File: src/rtl/mem_bus_arbiter_pkg.sv
// Shared constants and types for the two-port memory bus arbiter.
package mem_bus_arbiter_pkg;

   localparam int REG_BUS   = 32;
   localparam int NUM_PORTS = 2;
   localparam int PORT_D    = 0;
   localparam int PORT_I    = 1;

   typedef enum logic [1:0] {
      ARB_IDLE   = 2'd0,
      ARB_BUSY_D = 2'd1,
      ARB_BUSY_I = 2'd2
   } arb_state_t;

   typedef struct packed {
      logic               we;
      logic [REG_BUS-1:0] addr;
      logic [3:0]         sel;
      logic [REG_BUS-1:0] data;
   } bus_cmd_t;

endpackage

File: src/rtl/mem_arb_port.sv
// Per-port result buffer: holds a completed access until the stage consumes it.
module mem_arb_port
   import mem_bus_arbiter_pkg::*;
(
   input  logic               clk,
   input  logic               rst,
   input  logic               flush,
   input  logic               hold,
   input  logic               capture,
   input  logic [REG_BUS-1:0] capture_data,
   output logic               vld,
   output logic [REG_BUS-1:0] data
);

   // A flush discards the buffered result; the arbiter never captures during a flush.
   always_ff @(posedge clk or posedge rst) begin
      if (rst) begin
         vld  <= 1'b0;
         data <= '0;
      end else if (flush) begin
         vld <= 1'b0;
      end else if (capture) begin
         vld  <= 1'b1;
         data <= capture_data;
      end else if (vld && !hold) begin
         vld <= 1'b0;
      end
   end

endmodule

File: src/rtl/mem_bus_arbiter.sv
// Serialises instruction-fetch and data accesses onto one variable-latency bus,
// with data priority, result buffering, flush discard and an ack watchdog.
module mem_bus_arbiter
   import mem_bus_arbiter_pkg::*;
#(
   parameter int TIMEOUT = 255,
   parameter int CNT_W   = 8
)(
   input  logic               clk,
   input  logic               rst,
   input  logic               flush,
   input  logic               i_ce_i,
   input  logic [REG_BUS-1:0] i_addr_i,
   input  logic               i_hold_i,
   output logic [REG_BUS-1:0] i_data_o,
   output logic               i_stallreq_o,
   input  logic               d_ce_i,
   input  logic               d_we_i,
   input  logic [REG_BUS-1:0] d_addr_i,
   input  logic [3:0]         d_sel_i,
   input  logic [REG_BUS-1:0] d_data_i,
   input  logic               d_hold_i,
   output logic [REG_BUS-1:0] d_data_o,
   output logic               d_stallreq_o,
   output logic               bus_req_o,
   output logic               bus_we_o,
   output logic [REG_BUS-1:0] bus_addr_o,
   output logic [3:0]         bus_sel_o,
   output logic [REG_BUS-1:0] bus_data_o,
   input  logic [REG_BUS-1:0] bus_data_i,
   input  logic               bus_ack_i,
   output logic               bus_err_o
);

   localparam bit              WDOG_ON  = (TIMEOUT != 0);
   localparam logic [CNT_W-1:0] CNT_LAST = CNT_W'(TIMEOUT - 1);

   arb_state_t         state_reg, state_next;
   bus_cmd_t           cmd_reg, cmd_next;
   logic               req_reg, req_next;
   logic               err_reg, err_next;
   logic               discard_reg, discard_next;
   logic [CNT_W-1:0]   cnt_reg, cnt_next;
   logic               timeout;

   logic [NUM_PORTS-1:0] vld;
   logic [NUM_PORTS-1:0] hold;
   logic [NUM_PORTS-1:0] capture;
   logic [REG_BUS-1:0]   capture_data;
   logic [REG_BUS-1:0]   result [NUM_PORTS];

   assign hold[PORT_D] = d_hold_i;
   assign hold[PORT_I] = i_hold_i;

   genvar gi;
   generate
      for (gi = 0; gi < NUM_PORTS; gi++) begin : g_port
         mem_arb_port u_port (
            .clk          (clk),
            .rst          (rst),
            .flush        (flush),
            .hold         (hold[gi]),
            .capture      (capture[gi]),
            .capture_data (capture_data),
            .vld          (vld[gi]),
            .data         (result[gi])
         );
      end
   endgenerate

   assign timeout = WDOG_ON && (cnt_reg == CNT_LAST);

   always_ff @(posedge clk or posedge rst) begin
      if (rst) begin
         state_reg   <= ARB_IDLE;
         cmd_reg     <= '0;
         req_reg     <= 1'b0;
         err_reg     <= 1'b0;
         discard_reg <= 1'b0;
         cnt_reg     <= '0;
      end else begin
         state_reg   <= state_next;
         cmd_reg     <= cmd_next;
         req_reg     <= req_next;
         err_reg     <= err_next;
         discard_reg <= discard_next;
         cnt_reg     <= cnt_next;
      end
   end

   always_comb begin
      state_next   = state_reg;
      cmd_next     = cmd_reg;
      req_next     = req_reg;
      err_next     = 1'b0;
      discard_next = discard_reg;
      cnt_next     = cnt_reg;
      capture      = '0;
      capture_data = '0;
      case (state_reg)
         ARB_IDLE: begin
            cnt_next     = '0;
            discard_next = 1'b0;
            // Data wins ties: it belongs to the older instruction in the pipe.
            if (!flush) begin
               if (d_ce_i && !vld[PORT_D]) begin
                  state_next = ARB_BUSY_D;
                  req_next   = 1'b1;
                  cmd_next   = '{we: d_we_i, addr: d_addr_i, sel: d_sel_i, data: d_data_i};
               end else if (i_ce_i && !vld[PORT_I]) begin
                  state_next = ARB_BUSY_I;
                  req_next   = 1'b1;
                  cmd_next   = '{we: 1'b0, addr: i_addr_i, sel: 4'b1111, data: '0};
               end
            end
         end
         ARB_BUSY_D, ARB_BUSY_I: begin
            if (bus_ack_i || timeout) begin
               state_next   = ARB_IDLE;
               req_next     = 1'b0;
               cnt_next     = '0;
               discard_next = 1'b0;
               err_next     = !bus_ack_i;
               if (!discard_reg && !flush) begin
                  capture[PORT_D] = (state_reg == ARB_BUSY_D);
                  capture[PORT_I] = (state_reg == ARB_BUSY_I);
                  capture_data    = (bus_ack_i && !cmd_reg.we) ? bus_data_i : '0;
               end
            end else begin
               cnt_next = cnt_reg + CNT_W'(1);
               if (flush) begin
                  discard_next = 1'b1;
               end
            end
         end
         default: begin
            state_next = ARB_IDLE;
            req_next   = 1'b0;
         end
      endcase
   end

   assign bus_req_o    = req_reg;
   assign bus_we_o     = cmd_reg.we;
   assign bus_addr_o   = cmd_reg.addr;
   assign bus_sel_o    = cmd_reg.sel;
   assign bus_data_o   = cmd_reg.data;
   assign bus_err_o    = err_reg;
   assign d_data_o     = result[PORT_D];
   assign i_data_o     = result[PORT_I];
   assign d_stallreq_o = d_ce_i & ~vld[PORT_D];
   assign i_stallreq_o = i_ce_i & ~vld[PORT_I];

endmodule

File: config.mk
export PLATFORM = sky130hd
export DESIGN_NAME = mem_bus_arbiter
export DESIGN_NICKNAME = d
export VERILOG_FILES = /design/src/rtl/mem_bus_arbiter_pkg.sv /design/src/rtl/mem_arb_port.sv /design/src/rtl/mem_bus_arbiter.sv
export SDC_FILE = /design/constraint.sdc
export NUM_CORES = 1
export LEC_CHECK = 0
export CELL_PAD_IN_SITES_DETAIL_PLACEMENT = 1
export CELL_PAD_IN_SITES_GLOBAL_PLACEMENT = 2
export CORE_ASPECT_RATIO = 1.75
export CORE_MARGIN = 2
export CORE_UTILIZATION = 25
export DETAILED_ROUTE_END_ITERATION = 10
export GPL_ROUTABILITY_DRIVEN = 0
export GPL_TIMING_DRIVEN = 0
export PLACE_DENSITY = 0.78
export SETUP_SLACK_MARGIN = 0.3
export SYNTH_ARGS = -nofsm -noshare
export SYNTH_HDL_FRONTEND = slang
export SYNTH_SLANG_ARGS = --single-unit
File: constraint.sdc
create_clock -name clk -period 5.2 [get_ports clk]
set_input_delay 0.52 -clock clk [delete_from_list [all_inputs] [get_ports clk]]
set_output_delay 0.52 -clock clk [all_outputs]
set_load 0.05 [all_outputs]
==> After elaboration in Yosys (flattened, before gate mapping) <==
Cells that the tools add are included.
{ "word_totals": {"reg_bits": 148, "in_bits": 141, "wordCells": 84} }
{ "op_classes": {"add_sub_neg": 1, "eq_ne": 7, "muxes": 32, "bitwise_logic": 5, "n_reduce_logical": 26} }
{ "ops": {"columns": ["cell", "n"], "rows": [
  ["$mux W69", 2],
  ["$mux W32", 4],
  ["$pmux W8 S2", 1],
  ["$mux W1", 14],
  ["$mux W2", 7],
  ["$add A8 B1 Y8 const B", 1],
  ["$eq A8 B8 Y1 const B", 1],
  ["$logic_not A1 Y1", 8],
  ["$mux W8", 1],
  ["$logic_and A1 B1 Y1", 6],
  ["$ne A3 B3 Y1 const B", 2],
  ["$reduce_and A2 Y1", 3],
  ["$reduce_and A3 Y1", 2],
  ["$reduce_bool A3 Y1", 2],
  ["$ne A2 B2 Y1 const B", 2],
  ["$pmux W1 S2", 2],
  ["$pmux W2 S2", 1],
  ["$reduce_bool A2 Y1", 2],
  ["$not A1 Y1", 3],
  ["$and A1 B1 Y1", 2],
  ["$eq A2 B1 Y1 const B", 1],
  ["$eq A2 B2 Y1 const B", 1],
  ["$logic_not A2 Y1", 1],
  ["$reduce_or A2 Y1", 1],
  ["$logic_or A1 B1 Y1", 1]
]} }

==> Depth between registers and ports, before layout <==
Gate-level depths: netlist of run 1.
{ "logic_depth": {"word_depth": 7, "mapped_depth": 9, "mapped_depth_nobuf": 6} }

==> Modules after synthesis <==
Synthesis of run 1 repeated with hierarchy kept, for this count alone.
{ "unflattened": {"hier_cells": 565, "area_unflattened_um2": 6772.7} }
{ "by_module_without_submodules": {"columns": ["module", "n_inst", "cells_per_inst", "area_each_um2", "seq_area_each_um2"], "rows": [
  ["mem_bus_arbiter", 1, 419, 3980.1, 2052.0],
  ["mem_arb_port", 2, 73, 1396.3, 825.8]
]} }

==> Worst setup path after synthesis of run 1 <==
OpenSTA, ideal clock, no wires.
{ "synth_timing": {"path_type": "input to output", "from": "input port d_ce_i", "to": "output port d_stallreq_o", "arrival_ps": 1434, "required_ps": 4680, "setup_slack_ps": 3246, "stages": 4, "path_cell_list": "nand2b_1 -> buf_2 -> inv_2 -> buf_1"} }
{ "synth_between": {"elab_chain_cells": 1} }
{ "synth_rtl": {"columns": ["element", "line", "text"], "rows": [
  ["start, declared", "mem_bus_arbiter.sv:17", "input logic d_ce_i,"],
  ["$and A1 B1 Y1", "mem_bus_arbiter.sv:151", "assign d_stallreq_o = d_ce_i & ~vld[PORT_D];"],
  ["end, declared", "mem_bus_arbiter.sv:24", "output logic d_stallreq_o,"]
]} }
No other way between the ends.

==> Worst setup path after layout of run 1 <==
Same ends and word-level chain as after synthesis.

==> summary.md, run 1 <==
| Metric | Value |
|---|---|
| Sink Count | 148 |
| Top cells by area, synth | dfrtp_1 60%, a32o_1 10%, nand2_1 6.6% |
| Sw Ratio | 47.21% |
| Initial antenna violation count | 0 |
| Drt first pass iters | 4 |
| Slew Limit Fails | 0 |
| Seq pwr share | 27.4% |
| CTS H-tree depth | 4 |
| Post-synth top area cell | dfrtp_1 |
| Post-CTS Hold Fix Bufs | 0 |
| First-pass GRT wire length | 33,370 microns |
| Initial Utilization | 25.33% |
| Via density | 4.674 |
| Syn nets | 691 |
| F_max | 0.3145 GHz |
| Most numerous cell in the Yosys netlist | dfrtp_1 |
| Post-layout minimum cycle time | 3179 ps |
| DRT iter0 DRCs | 212 |
| Max Root-Sink Buffers | 2 |
| Kind of critical path | primary input to output port |
| Post-route DRC violation count | 0 |
| EDFF count, synth | 0 |
| Reg clk slew, reported paths | 60 ps |
| Top_reg_cell synth | dfrtp_1 |
| Post-CTS Resized | 0 |
| Layout Skew | 7.644 ps |
| DRT antenna net count | 0 |
| YS warnings | 0 |
| Worst path required time | 4680 ps |
| Status | finished, final reports clean |
| Max reg flops | 64 |
| Vias in the first global route | 5,901 |
| CP endpoint kind | output port |
| Startpoint types | primary input |
| Register Area | 3704 sq um |
| Area grow syn2layout | 61.16% |
| Slew margin rel. | 51.39% |
| CTS buffer count | 17 |
| Yosys cell types | 36 |
| CTS root buffer | clkbuf_16 |
| Die height | 212.6 microns |
| Pleak | 4.424 nW |
| Cell area after synthesis | 6215 sq um |
| Area of the multi-input gates | 2191 sq um |
| Setup violations, final | 0 |
| DP HPWL | 16,660 microns |
| Layout cells sized above 1 | 9.027% |
| CP arrival | 2660 ps |
| Post-layout util | 40.83% |
| Mapped Cells | 544 |
| Ratio of final minimum period to clock period | 61.14% |
| Die Footprint | 26,190 sq um |
| Sw Pwr | 3.343 mW |
| Reg with most FFs | g_port.u_port.data |
| RSZ-0062 raised after global routing | no |
| Max Cap Violations | 0 |
| Syn_area_per_cell | 11.42 sq um |
| Row Count | 76 |
| Via count | 5,445 |
| Total Routed Length | 21,730 microns |
| P per Cell Area | 706.8 nW/um^2 |
| All-layer global routing usage | 16.97% |
| Dpl ws | 1975 ps |
| Clock power frac | 18.4% |
| Fillers | 2,755 |
| Buffers inserted by post-CTS timing repair | 0 |
| Pint | 3.737 mW |
| Synth top area share | 59.59% |
| Final worst slack | 2021 ps |
| # IOs | 278 |
| Largest net degree at the start of global routing | 78 |
| Pin slew with the least headroom to its limit | 729.1 ps |
| Comb pwr share | 54.2% |
| Hold Vio Cnt, Final | 0 |
| N_diodes | 0 |
| Worst Hold Class | primary input to flip-flop |
| Async SR Flop Fraction | 100.0% |
| Max VDD drop | 0.2370 mV |
| Core area | 24,530 sq um |
| Critical Path Fanout Max | 10 |
| CTS tree | done |
| Overflow after GRT | 0 |
| I/O Buffers | 276 |
| Post-synth top cells | 148 x dfrtp_1, 110 x nand2_1, 64 x a32o_1 |
| Clock Latency Late Sink | 430 ps |
| #FFs+latches synth | 148 |
| Net count, final | 987 |
| DIE WIDTH | 123.2 microns |
| Register area share after synthesis | 59.59% |
| DR WL/cell | 18.65 microns |
==> cell families after synthesis <==
family                     Yosys count  synth area share [%]
and+or+nand+nor                    176                 12.50
xor gates and xnor gates             2                0.2819
adders and majority gates            6                 1.208
muxes                               32                 5.154
DFF                                148                 59.59
AOI/OAI and AO/OA                  126                 16.11
buffers and inverters               54                 5.154
==> power groups by stage <==
| stage | clock network [mW] | registers, mW | logic, mW |
|---|---|---|---|
| after floorplan | 0 | 3.64 | 0.735 |
| after global placement | 0 | 1.94 | 3.85 |
| after detailed placement | 0 | 1.96 | 3.89 |
| after CTS | 1.35 | 1.95 | 3.90 |
| after global routing | 1.40 | 2.01 | 4.05 |
| final | 1.30 | 1.94 | 3.84 |
==> worst max-delay path: stages <==
cell and delay, ps:
clkdlybuf4s50_1 470, nand2b_1 60, buf_2 140, inv_2 190
buf_1 390, clkdlybuf4s50_1 890
==> through the flow <==
stage	instances	total power [mW]	setup TNS [ps]	cell area, sq um	hold WS [ps]
floorplan	544	4.372	0	6215	491.5
global placement	1132	5.800	-244390	9368	448.1
detailed placement	1133	5.851	0	9400	454.5
CTS	1165	7.192	0	10020	258.7
global route	1165	7.454	0	10020	274.0
finish	1165	7.080	0	10020	276.8
==> placed cells by master (no fill, tap or decap), types with 4 or more instances in the layout <==
| cell | count |
|---|---|
| clkdlybuf4s50_1 | 276 |
| dfrtp_1 | 148 |
| nand2_1 | 110 |
| a32o_1 | 64 |
| nand3_1 | 38 |
| mux2i_1 | 32 |
| o21ai_0 | 30 |
| buf_2 | 19 |
| clkbuf_16 | 17 |
| buf_4 | 11 |
| clkbuf_1 | 11 |
| o21ai_1 | 10 |
| a21oi_1 | 10 |
| buf_6 | 7 |
| nor2_1 | 6 |
| ha_1 | 6 |
| inv_1 | 5 |
| nor3_1 | 5 |
| nand2b_1 | 4 |
| nor2b_1 | 4 |
| bufinv_16 | 4 |
| clkinv_2 | 4 |
==> area by class of cell <==
class	count	area share (%)
Multi-Input combinational cell	342	21.87
Clock buffer	19	4.322
Tap cell	312	3.898
Buffer	47	2.936
Inverter	7	0.3123
Clock inverter	13	1.824
Timing Repair Buffer	277	27.86
Sequential cell	148	36.98
==> worst paths after layout <==
kind | cells past startpoint | slack (ps) | endpoint | start
hold / removal | 2 | 280 | g_port[1].u_port.vld$_DFFE_PP0P_ | flush
min in group asynchronous | 2 | 600 | g_port[1].u_port.data[2]$_DFFE_PP0P_ | rst
max in group asynchronous | 3 | 3730 | bus_data_o[29]$_DFFE_PP0P_ | rst
setup / recovery | 6 | 2020 | d_stallreq_o | d_ce_i
hold reg to reg | 2 | 460 | bus_data_o[10]$_DFFE_PP0P_ | bus_data_o[10]$_DFFE_PP0P_
setup reg to reg | 9 | 3200 | bus_addr_o[16]$_DFFE_PP0P_ | state_reg[1]$_DFFE_PP0P_
==> metal layers <==
layer / GRT usage (%) / up-vias / wire length [microns]
met3: 4.185 / 26 / 1112
li1: - / 2556 / -
met5: 0 / - / 0
met4: 6.701 / 0 / 517
met2: 31.85 / 172 / 12370
met1: 17.62 / 2691 / 7727
(Power assumes the default switching activity.)
==> run 2, diff against run 1 <==
--- a/config.mk
+++ b/config.mk
@@ -9,11 +9,11 @@
 export CELL_PAD_IN_SITES_GLOBAL_PLACEMENT = 2
 export CORE_ASPECT_RATIO = 1.75
 export CORE_MARGIN = 2
-export CORE_UTILIZATION = 25
+export CORE_UTILIZATION = 23
 export DETAILED_ROUTE_END_ITERATION = 10
 export GPL_ROUTABILITY_DRIVEN = 0
 export GPL_TIMING_DRIVEN = 0
-export PLACE_DENSITY = 0.78
+export PLACE_DENSITY = 0.75
 export SETUP_SLACK_MARGIN = 0.3
 export SYNTH_ARGS = -nofsm -noshare
 export SYNTH_HDL_FRONTEND = slang
==> constraint.sdc (replaced) <==
create_clock -name clk -period 2.6 [get_ports clk]
set_input_delay 0.26 -clock clk [delete_from_list [all_inputs] [get_ports clk]]
set_output_delay 0.26 -clock clk [all_outputs]
set_load 0.05 [all_outputs]
==> run 2 against run 1 <==
Effect of this change: sequential cell count unchanged; worst setup slack worse by 1500 ps; non-clock buffer count up 4; cell count up 1.5%; sequential power up 99%; highest routed layer unchanged.
==> summary.md, run 2 (synthesis results as in run 1) <==
| Metric | Value |
|---|---|
| Row Count | 79 |
| Post-layout util | 37.98% |
| DR WL/cell | 18.85 microns |
| Critical path's largest stage delay | 370 ps |
| F_max | 0.4724 GHz |
| Setup violations, final | 0 |
| Layout cells sized above 1 | 9.802% |
| Total Routed Length | 22,290 microns |
| First-pass GRT wire length | 34,270 microns |
| Largest net degree at the start of global routing | 39 |
| DP HPWL | 17,160 microns |
| Drt first pass iters | 4 |
| Overall Power | 14.22 mW |
| All-layer global routing usage | 16.05% |
| Commonest non-fill, non-tap cell in the layout | clkdlybuf4s50_1 |
| DP Area | 9467 sq um |
| Die height | 221.5 microns |
| DIE WIDTH | 128.3 microns |
| CTS H-tree depth | 4 |
| CTS root buffer | clkbuf_16 |
| Final worst slack | 483.3 ps |
| Startpoint types | flip-flop |
| Post-route cell area | 10,100 sq um |
| Max Root-Sink Buffers | 2 |
| I/O Buffers | 276 |
| CP arrival | 1860 ps |
| Vias in the first global route | 5,935 |
| # IOs | 278 |
| Slew margin rel. | 60.81% |
| Pin slew with the least headroom to its limit | 586.0 ps |
| DRT antenna net count | 0 |
| Post-layout minimum cycle time | 2117 ps |
| Max Cap Violations | 0 |
| Reg with most FFs | g_port.u_port.data |
| Overflow after GRT | 0 |
| Setup TNS | 0 ps |
| Kind of critical path | flip-flop to output port |
| Max VDD drop | 0.5875 mV |
| Most frequent cells in the layout | 274 x clkdlybuf4s50_1, 148 x dfrtp_1, 110 x nand2_1 |
| Area grow syn2layout | 62.49% |
| Status | finished, final reports clean |
| Die Footprint | 28,400 sq um |
| RSZ-0062 raised after global routing | no |
| CTS buffer count | 17 |
| Clock Latency Late Sink | 440 ps |
| Sink Count | 148 |
| Worst Hold Class | primary input to async pin |
| Worst path required time | 2340 ps |
| Crit path max-delay family | buffers and inverters |
| Most frequent CP cell | buf_2 |
| Reg clk slew, reported paths | 70 ps |
| Dpl ws | -84.51 ps |
| Initial Utilization | 23.37% |
| Critical path buffer and inverter count | 4 |
| Initial antenna violation count | 1 |
| Ratio of final minimum period to clock period | 81.41% |
| CP endpoint kind | output port |
| DRT iter0 DRCs | 143 |
| Pleak | 4.458 nW |
| Via density | 4.602 |
| CTS tree | done |
| Core area | 26,590 sq um |
| Crit-path slowest cell | dfrtp_1 |
| Post-route DRC violation count | 0 |
| Worst-path cell chain | nand2b_1 -> buf_2 -> inv_2 -> buf_2 -> buf_2 |
| P per Cell Area | 1408 nW/um^2 |
| Via count | 5,440 |
| Max reg flops | 64 |
| Slew Limit Fails | 0 |
| Critical Path Fanout Max | 10 |
| Net count, final | 991 |
| Layout Skew | 8.061 ps |
| Hold Vio Cnt, Final | 0 |
-- run 2: layout make-up --
type	instances	area (sq um)
Clock inverter	13	171.4
Buffer	47	295.3
Sequential cell	148	3704
Multi-Input combinational cell	342	2191
Timing Repair Buffer	281	2846
Fill cell	2924	16490
Tap cell	324	405.4
Inverter	7	30.03
Clock buffer	19	452.9
Antenna cell	1	2.502
-- run 2: timing repair --
action / CTS / global route
setup endpoints to repair: 2 / 1
hold endpoints to repair: 1 / 0
setup buffers: 0 / 0
gates cloned: 0 / 0
pin swaps: 0 / 0
hold buffers: 1 / 0
gates resized for setup: 5 / 2
-- run 2: per-stage QoR --
step	cells	hold WS [ps]
4_1_cts	1181	122.6
2_1_floorplan	544	392.7
6_report	1182	144.6
3_5_place_dp	1148	459.2
5_1_grt	1182	148.9
3_3_place_gp	1144	449.9
-- run 2: routing by layer --
metal | vias up | part of all wire (%) | track usage [%]
met5 | - | 0 | 0
met4 | 0 | 2.2 | 6.381
met3 | 30 | 4.9 | 4.304
met2 | 163 | 58 | 30.83
met1 | 2682 | 35 | 15.84
li1 | 2565 | - | -
-- run 2: worst paths after layout --
kind                                                        from                         end  slack (ps)  cells after the start
worst max-delay path            g_port[0].u_port.vld$_DFFE_PP0P_                d_stallreq_o         480                      5
worst min-delay path                                         rst   bus_addr_o[4]$_DFFE_PP0P_         140                      2
worst max register to register          state_reg[1]$_DFFE_PP0P_  bus_addr_o[20]$_DFFE_PP0P_         590                      9
worst min register to register        bus_data_o[11]$_DFFE_PP0P_  bus_data_o[11]$_DFFE_PP0P_         470                      2
max in group asynchronous                                    rst  bus_data_o[16]$_DFFE_PP0P_        1680                      4
min in group clk                                    d_data_i[25]  bus_data_o[25]$_DFFE_PP0P_         360                      3
-- run 2: power by group --
part | internal (mW) | switching [mW] | leakage [nW]
Combinational | 2.57 | 5.15 | 2.22
Clock | 1.58 | 1.06 | 0.306
Sequential | 3.30 | 0.551 | 1.93
==> run 3, diff against run 2 <==
--- a/config.mk
+++ b/config.mk
@@ -9,11 +9,11 @@
 export CELL_PAD_IN_SITES_GLOBAL_PLACEMENT = 2
 export CORE_ASPECT_RATIO = 1.75
 export CORE_MARGIN = 2
-export CORE_UTILIZATION = 23
+export CORE_UTILIZATION = 25
 export DETAILED_ROUTE_END_ITERATION = 10
 export GPL_ROUTABILITY_DRIVEN = 0
 export GPL_TIMING_DRIVEN = 0
-export PLACE_DENSITY = 0.75
+export PLACE_DENSITY = 0.78
 export SETUP_SLACK_MARGIN = 0.3
 export SYNTH_ARGS = -nofsm -noshare
 export SYNTH_HDL_FRONTEND = slang
==> constraint.sdc (replaced) <==
create_clock -name clk -period 2.2 [get_ports clk]
set_input_delay 0.22 -clock clk [delete_from_list [all_inputs] [get_ports clk]]
set_output_delay 0.22 -clock clk [all_outputs]
set_load 0.05 [all_outputs]
==> run 3 against run 2 <==
Effect of this change: final area increased by 0.16%; utilization increased by 3.2 points; register-to-register slack got worse by 140 ps; wire length decreased by 0.28%; critical path type unchanged; clock-buffer cell count increased by 4; largest cell class unchanged; cell count decreased by 0.85%.
==> summary.md, run 3 (synthesis results as in run 1) <==
| Metric | Value |
|---|---|
| Status | finished, final reports clean |
| Crit-path slowest cell | clkdlybuf4s50_1 |
| P per Cell Area | 1641 nW/um^2 |
| Worst path required time | 1980 ps |
| Initial Utilization | 25.33% |
| First-pass GRT wire length | 33,590 microns |
| RSZ-0062 raised after global routing | no |
| Initial antenna violation count | 0 |
| Post-layout minimum cycle time | 1853 ps |
| Core area | 24,530 sq um |
| Placed insts | 1,135 |
| Max Root-Sink Buffers | 2 |
| Commonest non-fill, non-tap cell in the layout | clkdlybuf4s50_1 |
| Crit path max-delay family | buffers and inverters |
| CTS root buffer | clkbuf_16 |
| I/O Buffers | 276 |
| Pleak | 4.574 nW |
| Final instance count without filler cells | 1,172 |
| CP arrival | 1630 ps |
| Layout cells sized above 1 | 10.94% |
| Via density | 4.658 |
| Setup violations, final | 0 |
| CTS H-tree depth | 4 |
| Die height | 212.6 microns |
| All-layer global routing usage | 17.15% |
| Slew Limit Fails | 0 |
| Most frequent cells in the layout | 262 x clkdlybuf4s50_1, 148 x dfrtp_1, 110 x nand2_1 |
| F_max | 0.5397 GHz |
| DRT antenna net count | 0 |
| DRT iter0 DRCs | 133 |
| Overflow after GRT | 0 |
| Total Routed Length | 22,220 microns |
| Vias in the first global route | 5,949 |
| Worst R2R Path Depth | 7 |
| Slew margin rel. | 39.23% |
| DIE WIDTH | 123.2 microns |
| Hold Vio Cnt, Final | 0 |
| Reg with most FFs | g_port.u_port.data |
| Startpoint types | flip-flop |
| CTS buffer count | 17 |
| Via count | 5,459 |
| Ratio of final minimum period to clock period | 84.23% |
| Clock Latency Late Sink | 430 ps |
| CP endpoint kind | output port |
| DR WL/cell | 18.96 microns |
| Sink Count | 148 |
| # IOs | 278 |
| Setup TNS | 0 ps |
| Layout Skew | 8.244 ps |
| Largest net degree at the start of global routing | 41 |
| Worst Hold Class | primary input to async pin |
| CTS tree | done |
| DP HPWL | 17,100 microns |
| R2R setup slack | 450 ps |
| Die Footprint | 26,190 sq um |
| Area grow syn2layout | 62.75% |
| Worst-path cell chain | clkdlybuf4s50_1 |
| Row Count | 76 |
| Drt first pass iters | 4 |
| Post-route DRC violation count | 0 |
| Kind of critical path | flip-flop to output port |
| Max VDD drop | 0.6572 mV |
| Critical path's largest stage delay | 840 ps |
| Max Cap Violations | 0 |
| Reg clk slew, reported paths | 60 ps |
| Hold WS | 326.9 ps |
| Pin slew with the least headroom to its limit | 909.6 ps |
| Critical path buffer and inverter count | 1 |
| Critical path depth | 1 |
| Critical Path Fanout Max | 2 |
| Max reg flops | 64 |
| Net count, final | 994 |
-- run 3: worst register-to-register path, delay by kind of cell (launching register included) --
kind / cells / cell delay (ps)
adder cells (fa/ha/maj): 1 / 280
flip-flops: 1 / 390
AND/OR/NAND/NOR: 1 / 200
buffers and inverters: 3 / 450
AO/OA/AOI/OAI: 2 / 320
-- run 3: through the flow --
step	utilization [%]	area [sq um]	power [mW]	setup WS, ps
global placement	38.20	9371	13.73	-1384
floorplan	-	6218	10.33	119.0
global route	41.22	10110	17.41	303.7
finish	41.23	10110	16.59	347.0
detailed placement	38.44	9432	13.85	-446.2
CTS	40.97	10050	16.79	269.7
-- run 3: path summary, 6_finish.rpt --
kind / from / end
worst max-delay path: bus_addr_o[14]$_DFFE_PP0P_ / bus_addr_o[14]
worst min-delay path: rst / g_port[1].u_port.data[6]$_DFFE_PP0P_
worst max register to register: state_reg[0]$_DFFE_PP0P_ / g_port[0].u_port.data[1]$_DFFE_PP0P_
worst min register to register: bus_data_o[17]$_DFFE_PP0P_ / bus_data_o[17]$_DFFE_PP0P_
max in group asynchronous: rst / g_port[1].u_port.data[26]$_DFFE_PP0P_
min in group clk: d_data_i[17] / bus_data_o[17]$_DFFE_PP0P_
-- run 3: timing repair --
action	4_1_cts	5_1_grt
setup buffers	4	0
setup endpoints to repair	104	136
gates resized for setup	19	24
hold endpoints to repair	1	0
hold buffers	1	0
-- run 3: routing by layer --
| layer | track usage (%) | share of wire (%) |
|---|---|---|
| met2 | 32.55 | 57 |
| met5 | 0 | 0 |
| met3 | 3.836 | 5.0 |
| met1 | 17.54 | 36 |
| met4 | 7.210 | 2.2 |
-- run 3: final cells by class --
| type | count | area, sq um |
|---|---|---|
| inverter | 7 | 35.03 |
| buffer | 47 | 315.3 |
| sequential | 148 | 3704 |
| multi-input combinational | 342 | 2220 |
| clock inverter | 8 | 76.32 |
| antenna | 1 | 2.502 |
| tap | 312 | 390.4 |
| fill | 2714 | 14420 |
| clock buffer | 23 | 488.0 |
| timing repair buffer | 284 | 2884 |
-- run 3: power by group --
part | switching, mW | internal (mW) | leakage (nW)
clock network | 1.15 | 1.66 | 0.271
logic | 6.10 | 3.10 | 2.38
registers | 0.671 | 3.91 | 1.93
